`src/rtl/shbus_pkg.sv`:
```
// Shared lane-control bus arbiter: FSM state encoding, default word width and grant decoding helper.
package shbus_pkg;

  typedef enum logic [1:0] {
    IDLE = 2'd0,
    OWN  = 2'd1,
    GAP  = 2'd2
  } state_t;

  localparam int unsigned DEF_WIDTH = 3;
  localparam int unsigned MAX_REQ   = 8;

  // Index of the set bit of a one-hot grant vector (0 when empty).
  function automatic logic [2:0] onehot_to_idx(input logic [MAX_REQ-1:0] oh);
    logic [2:0] idx;
    idx = '0;
    for (int i = 0; i < int'(MAX_REQ); i++) begin
      if (oh[i]) idx = 3'(i);
    end
    return idx;
  endfunction

endpackage

```
`src/rtl/shared_bus3_arbiter_rr_pick.sv`:
```
// Rotating-priority encoder: first set request at or above ptr, wrapping past NREQ-1.
module rr_pick #(
  parameter  int unsigned NREQ = 4,
  localparam int unsigned IW   = $clog2(NREQ)
) (
  input  logic [NREQ-1:0] req,
  input  logic [IW-1:0]   ptr,
  output logic            any,
  output logic [IW-1:0]   idx
);

  logic [IW:0]   sum;
  logic [IW-1:0] pos;

  // Scan from farthest to nearest so the nearest hit to ptr wins.
  always_comb begin
    any = |req;
    idx = '0;
    sum = '0;
    pos = '0;
    for (int k = int'(NREQ) - 1; k >= 0; k--) begin
      sum = {1'b0, ptr} + (IW+1)'(k);
      if (sum >= (IW+1)'(NREQ)) sum = sum - (IW+1)'(NREQ);
      pos = IW'(sum);
      if (req[pos]) idx = pos;
    end
  end

endmodule

```
`src/rtl/shared_bus3_arbiter.sv`:
```
// Round-robin owner/turnaround sequencer for the shared lane-control bus.
// Optional tenure limit enabled by defining SHBUS_HOLD_LIMIT_EN.
module shared_bus3_arbiter
  import shbus_pkg::*;
#(
  parameter int unsigned NREQ     = 4,
  parameter int unsigned WIDTH    = DEF_WIDTH,
  parameter int unsigned MAX_HOLD = 8
) (
  input  logic                  CLK,
  input  logic                  RST_N,
  input  logic [NREQ-1:0]       REQ,
  input  logic [NREQ-1:0]       LAST,
  input  logic [NREQ*WIDTH-1:0] DATA_IN,
  output logic [NREQ-1:0]       GNT,
  output logic [WIDTH-1:0]      BUS_O,
  output logic                  BUS_VLD,
  output logic                  BUSY,
  output logic                  HOLD_EXP
);

  localparam int unsigned IW = $clog2(NREQ);

  state_t          state;
  logic [IW-1:0]   rr_ptr;
  logic [IW-1:0]   owner;
  logic [IW-1:0]   next_ptr;
  logic            pick_any;
  logic [IW-1:0]   pick_idx;
  logic            own_req;
  logic            own_last;
  logic            forced;
  logic            rel;
  logic [WIDTH-1:0] words [NREQ];

  for (genvar i = 0; i < int'(NREQ); i++) begin : g_words
    assign words[i] = DATA_IN[i*WIDTH +: WIDTH];
  end

  rr_pick #(.NREQ(NREQ)) u_pick (
    .req (REQ),
    .ptr (rr_ptr),
    .any (pick_any),
    .idx (pick_idx)
  );

  assign owner    = IW'(onehot_to_idx(MAX_REQ'(GNT)));
  assign own_req  = REQ[owner];
  assign own_last = LAST[owner];
  assign next_ptr = (owner == IW'(NREQ - 1)) ? '0 : owner + IW'(1);

  // Data path follows the registered grant with no added latency.
  assign BUS_VLD = (state == OWN) && own_req;
  assign BUS_O   = BUS_VLD ? words[owner] : '0;
  assign BUSY    = (state != IDLE);

`ifdef SHBUS_HOLD_LIMIT_EN
  localparam int unsigned HW = $clog2(MAX_HOLD + 1);
  logic [HW-1:0] hold_cnt;
  logic [HW-1:0] cnt_inc;

  assign cnt_inc = hold_cnt + HW'(1);
  assign forced  = BUS_VLD && (cnt_inc == HW'(MAX_HOLD));
`else
  logic unused_max_hold;

  assign unused_max_hold = (MAX_HOLD == 0);
  assign forced          = 1'b0;
  assign HOLD_EXP        = 1'b0;
`endif

  assign rel = (state == OWN) && (!own_req || own_last || forced);

  always_ff @(posedge CLK) begin
    if (!RST_N) begin
      state  <= IDLE;
      GNT    <= '0;
      rr_ptr <= '0;
`ifdef SHBUS_HOLD_LIMIT_EN
      hold_cnt <= '0;
      HOLD_EXP <= 1'b0;
`endif
    end else begin
`ifdef SHBUS_HOLD_LIMIT_EN
      HOLD_EXP <= 1'b0;
`endif
      case (state)
        IDLE: begin
          if (pick_any) begin
            GNT   <= NREQ'(1) << pick_idx;
            state <= OWN;
          end
        end
        OWN: begin
`ifdef SHBUS_HOLD_LIMIT_EN
          if (BUS_VLD) hold_cnt <= cnt_inc;
`endif
          if (rel) begin
            GNT    <= '0;
            rr_ptr <= next_ptr;
            state  <= GAP;
`ifdef SHBUS_HOLD_LIMIT_EN
            hold_cnt <= '0;
            HOLD_EXP <= forced && !own_last;
`endif
          end
        end
        GAP:     state <= IDLE;
        default: state <= IDLE;
      endcase
    end
  end

endmodule

```
`config.mk`:
```
export PLATFORM = sky130hd
export DESIGN_NAME = shared_bus3_arbiter
export DESIGN_NICKNAME = d
export VERILOG_FILES = /design/src/rtl/shbus_pkg.sv /design/src/rtl/shared_bus3_arbiter_rr_pick.sv /design/src/rtl/shared_bus3_arbiter.sv
export SDC_FILE = /design/constraint.sdc
export NUM_CORES = 1
export LEC_CHECK = 0
export ABC_AREA = 1
export BUFFER_PORTS_ARGS = -buffer_cell sky130_fd_sc_hd__buf_2
export CAP_MARGIN = 25
export CORE_MARGIN = 1.5
export CORE_UTILIZATION = 35
export DETAILED_ROUTE_END_ITERATION = 7
export GPL_TIMING_DRIVEN = 0
export SETUP_SLACK_MARGIN = 0.2
export SYNTH_ARGS = -nofsm -noshare
export SYNTH_HDL_FRONTEND = slang
export SYNTH_HIERARCHICAL = 1
export SYNTH_SLANG_ARGS = --single-unit
```
`constraint.sdc`:
```
create_clock -name CLK -period 1.5 [get_ports CLK]
set_input_delay 0.3 -clock CLK [delete_from_list [all_inputs] [get_ports CLK]]
set_output_delay 0.3 -clock CLK [all_outputs]
set_load 0.05 [all_outputs]
```
==> reports/metrics.csv, run 1 <==
stage,metric,value,unit
setup_path,cpPeakStageDelay,0.34,ns
finish,area_growth,51.0,%
placement,place_ws,-0.163,ns
detailed_routing,vias_per_cell,4.67,
min_path,hold_class,input port to flop,
sta,rsz0062_at_grt,true,
synth,synth_nets,181,
outcome,status,finished with violations,
sta,hold_viol,0,
synth,synth_common_cells,"nand2_1 (46), nor2_1 (38), inv_1 (18)",
sta,finClkSkew,0.00421,ns
clocking,root_buffer,clkbuf_4,
sta,fmax,567,MHz
setup_path,crit_required,1.20,ns
placement,dp_hpwl,1.71,mm
synth,async_flop_share,0,%
power,finalPower,3090,uW
floorplanning,fp.dieH,51.4,um
power,power_frac_comb,80.2,%
grt,grt_max_degree,9,
clocking,tritoncts,yes,
grt,grt_pass1_vias,965,
detailed_routing,drc_errors,0,
floorplanning,ios,32,
clocking,cts_max_level,1,
synth,seq_area_frac_synth,19.5,%
setup_path,worstPathArrival,1.46,ns
synth,synth.distinct_cells,18,
placement,gp_congestion,0.846,
grt,grt_overflow_total,0,
setup_path,worst_setup_path_end_kind,output pin,
clocking,worstSkewPairLatency,0.25,ns
synth,synth_warnings,6,
finish,register_area,176,um^2
synth,synth_area_leaders,"nand2_1 (21%), dfxtp_1 (20%), nor2_1 (17%), nand3_1 (9.2%), inv_1 (8.2%)",
setup_path,path_class,flop to output pin,
detailed_routing,wirelength,2.30,mm
grt,grt_usage,18.5,%
sta,period_needed,1.76,ns
floorplanning,start_util,37.0,%
clocking,clk_path_buf_depth,2,
synth,syn_area,820,um^2
outcome,failed_checks,negative setup slack,
sta,setup_viol,12,
synth,synth_edf_count,0,
power,p_switching,1760,uW
finish,num_antenna_cells,0,
sta,final_max_slew_viol_count,0,
placement,io_buffers,30,
floorplanning,rows,17,
detailed_routing,drtAntennaViolNets,0,
synth,synth_area_leader_cell,nand2_1,
min_path,min_path_cells,3,
setup_path,critPathMaxFanout,6,
detailed_routing,routedWlPerCell,9.99,um
power,ir_worst_vdd,0.00141,V
synth,yosys.cell_count.top_type,nand2_1,
detailed_routing,drt-pass1-iter-count,4,
setup_path,ff2ff_path_depth,15,
setup_path,rrSetupSlack,-0.19,ns
clocking,cts.sinks,8,
floorplanning,die_x,51.4,um
synth,synth_flop_cell,dfxtp_1,
finish,fin_nets,225,
power,clock_power_share,5.6,%
finish,multi_input_area,633,um^2
floorplanning,die-area,2640,um^2
finish,fin_cells,230,
detailed_routing,detail_route.iter0.violations,18,
synth,avgSynthCellArea,5.15,um^2
power,switching_share,57.0,%
sta,post-route-period-util,118,%
synth,netlist.area_leader.share,21.1,%
power,leakagePower,0.000683,uW
detailed_routing,vias,1073,
clocking,cts.clk_slew.worst_paths,0.06,ns
synth,syn_inst,159,
power,power.internal,1330,uW
finish,n_fill_cell,244,
flow_run,maxCapViolCount,0,
setup_path,crit_chain,buf_6 -> nand2_4 -> nand2_4 -> nand2_2 -> nand2_2 -> nand3_4 -> a21oi_4 -> buf_6,
clocking,numCtsBuffers,3,
grt,grt_pass1_wl,3.75,mm
power,power_density,2500,nW/um^2
finish,drive_gt1_share,38.6,%
sta,tns,-2.28,ns
floorplanning,core,2210,um^2
synth,synth-seq-cells,8,
sta,setup_slack,-0.264,ns
grt,antenna_found_initial,0,
power,seqPwrFrac,14.2,%
setup_path,critPathLaunchType,flop,
placement,place_inst,217,
setup_path,cpMaxStageDelayCell,dfxtp_4,
==> what timing repair did <==
item	in CTS	in global routing
setup endpoints to repair	12	13
endpoints found under the hold margin	0	0
setup buffers	7	2
pin swaps	5	9
gates resized for setup	28	5
hold buffers	0	0
==> path summary, 6_finish.rpt <==
check / from / end
setup reg to reg: GNT[1] / rr_ptr[1]
setup / recovery: GNT[1] / BUS_O[2]
hold reg to reg: GNT[0] / GNT[0]
hold / removal: RST_N / rr_ptr[0]
==> cell type report <==
| cell class | count | share of cell area, % |
|---|---|---|
| well taps | 28 | 2.83 |
| clock buffers | 4 | 2.12 |
| multi-input cells | 126 | 51.2 |
| flip-flops and latches | 8 | 14.3 |
| plain buffers | 2 | 1.52 |
| repair buffers | 39 | 20.7 |
| inverters | 23 | 7.38 |
==> cell families after synthesis <==
| kind of cell | count (synthesis) | share of synthesized area, % |
|---|---|---|
| buffers and inverters | 25 | 12.4 |
| other | 1 | 0.458 |
| flip-flops | 8 | 19.5 |
| AO/OA/AOI/OAI | 14 | 8.86 |
| AND/OR/NAND/NOR | 111 | 58.8 |
==> layer usage <==
| metal | up-vias | global-route usage (%) | share of wire [%] |
|---|---|---|---|
| met2 | 26 | 32.3 | 46 |
| met3 | 4 | 1.75 | 5.3 |
| li1 | 573 | - | - |
| met5 | - | 0 | 0 |
| met4 | 0 | 8.33 | 1.1 |
| met1 | 470 | 22.8 | 47 |
==> placed cells by master (no fill, tap or decap) <==
cell type  instances
nor2_4             1
dfxtp_2            1
nor2_1            36
inv_1             15
nor3_2             1
buf_4              8
clkbuf_4           3
clkbuf_1           1
nand3_4            1
nand2_1           41
nand4_1            1
nand3b_1           1
dfxtp_4            4
nand2_2            8
nand3_1           15
buf_6              8
a21oi_4            3
nand2_4            3
dfxtp_1            3
conb_1             1
o21ai_0            5
inv_4              2
buf_2             25
o21ai_1            3
a21oi_2            1
o21bai_1           1
nor2_2             3
a21oi_1            1
inv_2              6
==> power by group through the flow <==
stage	clock network [uW]	registers (uW)	logic (uW)
floorplan	0	547	1540
global placement	0	405	2040
detailed placement	0	410	2060
CTS	181	437	2410
global route	191	452	2760
finish	173	440	2480
==> registers in the layout (all words and copies together) (netlist names) <==
signal	count
rr_ptr	2
state	2
GNT	4
==> critical path: cells and delay by family, from the launching register on <==
kind / cells / cell delay [ns]
buf+inv: 2 / 0.29
flops: 1 / 0.34
simple gates: 5 / 0.42
compound gates: 1 / 0.16
==> per-stage QoR <==
step / instance area (um^2) / hold slack [ns] / util [%]
2_1_floorplan: 876 / 0.411 / -
3_5_place_dp: 1060 / 0.478 / 48.0
3_3_place_gp: 1060 / 0.469 / 48.0
5_1_grt: 1240 / 0.331 / 55.9
6_report: 1240 / 0.319 / 55.9
4_1_cts: 1210 / 0.318 / 54.8
No activity file was read; power rests on OpenSTA's default activity.
==> inputs of run 2 (changes only) <==
==> constraint.sdc (replaced) <==
create_clock -name CLK -period 1.5 [get_ports CLK]
set_input_delay 0 -clock CLK [delete_from_list [all_inputs] [get_ports CLK]]
set_output_delay 0 -clock CLK [all_outputs]
set_load 0.05 [all_outputs]
==> run 2 against run 1 <==
The run still ends with negative setup slack left. Combinational power up 11%. Worst setup slack better by 0.24 ns. Utilization rose by 5.9 points. Die area is the same. Non-clock buffer count increased by 1. Maximum frequency up 16%. Total power increased by 9.7%. Register-to-register slack better by 0.21 ns. Routed wire length increased by 6.7%. Clock skew fell by 0.00068 ns. Largest power group unchanged. Highest routed layer unchanged.
==> reports/metrics.csv, run 2 (synthesized netlist as in run 1, its figures left out) <==
stage,metric,value,unit,change
outcome,status,finished with violations,,
outcome,failed_checks,negative setup slack,,
finish,drive_gt1_share,52.7,%,+14 points
flow_run,maxCapViolCount,0,,unchanged
sta,period_needed,1.53,ns,-0.238 ns
placement,gp_congestion,0.836,,-1.2%
detailed_routing,drt-pass1-iter-count,4,,unchanged
finish,n_fill_cell,211,,-14%
sta,holdWs,0.0305,ns,-0.289 ns
min_path,hold_class,input port to flop,,
setup_path,path_class,flop to output pin,,
sta,rsz0062_at_grt,true,,
grt,grt_pass1_vias,980,,+1.6%
setup_path,worstPathArrival,1.53,ns,+0.07 ns
grt,antenna_found_initial,0,,unchanged
sta,finClkSkew,0.00354,ns,-0.000676 ns
power,ir_worst_vdd,0.00140,V,-0.95%
finish,fin_area,1370,um^2,+11%
detailed_routing,vias,1091,,+1.7%
sta,post-route-period-util,102,%,-16 points
finish,area_growth,66.9,%,
setup_path,r2r-start,rr_ptr[0],,
finish,register_area,179,um^2,+1.4%
detailed_routing,wirelength,2.45,mm,+6.7%
setup_path,r2r_end,GNT[2],,
sta,setup_viol,3,,-9
finish,utilization,61.8,%,+5.9 points
power,leakagePower,0.000728,uW,+6.7%
setup_path,startpoint,GNT[1],,
placement,place_ws,-0.141,ns,+0.0217 ns
grt,grt_usage,19.5,%,+0.99 points
setup_path,crit_top_cell,nand2_4,,
floorplanning,start_util,37.0,%,unchanged
setup_path,critPathMaxFanout,7,,+1
placement,io_buffers,30,,unchanged
sta,setup_slack,-0.0258,ns,+0.238 ns
setup_path,crit_required,1.50,ns,+0.30 ns
detailed_routing,routedWlPerCell,10.6,um,+6.2%
finish,layout_common_cells,"nor2_1 (32), nand2_1 (29), buf_2 (26)",,
clocking,clk_path_buf_depth,2,,unchanged
power,power_density,2480,nW/um^2,-0.75%
setup_path,rrSetupSlack,0.02,ns,+0.21 ns
detailed_routing,detail_route.iter0.violations,25,,+7
floorplanning,rows,17,,unchanged
clocking,tritoncts,yes,,
placement,placed_area,1080,um^2,+1.5%
sta,hold_viol,0,,unchanged
clocking,cts_max_level,1,,unchanged
detailed_routing,drc_errors,0,,unchanged
sta,final_max_slew_viol_count,0,,unchanged
finish,reg.largest.list,"GNT x4, rr_ptr x2, state x2",,
grt,grt_pass1_wl,3.97,mm,+6.1%
placement,dp_hpwl,1.78,mm,+4.1%
clocking,cts.clk_slew.worst_paths,0.06,ns,about the same
floorplanning,ios,32,,unchanged
setup_path,critPathLaunchType,flop,,
clocking,worstSkewPairLatency,0.25,ns,about the same
setup_path,cpMaxStageDelayCell,dfxtp_4,,
floorplanning,die_x,51.4,um,unchanged
clocking,root_buffer,clkbuf_4,,
setup_path,ff2ff_path_depth,12,,-3
setup_path,endpoint,BUS_O[1],,
floorplanning,die-area,2640,um^2,unchanged
finish,num_antenna_cells,0,,unchanged
floorplanning,fp.dieH,51.4,um,unchanged
finish,final_common_cell,nor2_1,,
setup_path,worst_setup_path_end_kind,output pin,,
sta,fmax,655,MHz,+16%
finish,largest_register_ffs,4,,unchanged
clocking,numCtsBuffers,3,,unchanged
setup_path,crit_chain,buf_6 -> nand2_4 -> nand2_4 -> nand2_4 -> nand2_4 -> nand3_4 -> a21oi_4 -> buf_6,,
finish,top_register,GNT,,
detailed_routing,vias_per_cell,4.72,,+1.2%
floorplanning,core,2210,um^2,unchanged
detailed_routing,drtAntennaViolNets,0,,unchanged
grt,grt_max_degree,9,,unchanged
grt,grt_overflow_total,0,,unchanged
finish,fin_nets,226,,+0.44%
setup_path,cpPeakStageDelay,0.34,ns,about the same
clocking,cts.sinks,8,,unchanged
finish,multi_input_area,746,um^2,+18%
[run 2: changes by cell type in the layout (fill, tap and decap cells not counted), moves of 3 or more]
cell / before / now
buf_4: 8 / 11
buf_6: 8 / 4
nand2_1: 41 / 29
nand2_2: 8 / 15
nand2_4: 3 / 8
nand3_1: 15 / 6
nand3_2: 0 / 9
nor2_1: 36 / 32
nor2_2: 3 / 7
[run 2: through the flow]
step | total power, uW | std cells | setup TNS [ns]
floorplan | 2130 | 159 | 0
global placement | 2490 | 217 | -0.281
detailed placement | 2520 | 217 | -0.436
CTS | 3160 | 229 | -0.0190
global route | 3680 | 231 | -0.457
finish | 3390 | 231 | -0.0406
[run 2: cell type report]
cell class	count	share of cell area [%]
Buffer	2	1.37
Sequential cell	8	13.1
Inverter	23	7.96
Clock buffer	4	1.92
Tap cell	28	2.56
Multi-Input combinational cell	126	54.5
Timing Repair Buffer	40	18.6
[run 2: worst min-delay path by stage]
stage,startpoint,end,slack [ns],cells past startpoint
finish,RST_N,rr_ptr[0],0.03,3
global route,RST_N,GNT[2],0.03,3
CTS,RST_N,GNT[2],0.01,3
detailed placement,RST_N,GNT[2],0.28,3
global placement,RST_N,GNT[2],0.28,3
floorplan,RST_N,GNT[2],0.11,2
[run 2: report_power, final]
part	total [uW]	internal, uW	switching, uW	leakage [uW]
sequential	459	327	132	0.0000694
clock	172	102	70.0	0.0000150
combinational	2760	986	1780	0.000644
[run 2: timing repair]
| action | in CTS | in global routing |
|---|---|---|
| gates resized for setup | 45 | 20 |
| pin swaps | 15 | 15 |
| buffers inserted | 8 | 2 |
| hold buffers | 0 | 0 |
| setup endpoints to repair | 12 | 12 |
[run 2: per-layer routing]
layer,track usage (%),share of wire [%]
met1,25.1,46
met2,33.5,48
met3,1.46,4.8
met4,7.46,0.57
met5,0,0
[run 2: critical path: cells and delay by family (launching register included)]
family / cells / cell delay (ns)
buf+inv: 2 / 0.28
simple gates: 5 / 0.48
compound gates: 1 / 0.18
flops: 1 / 0.34
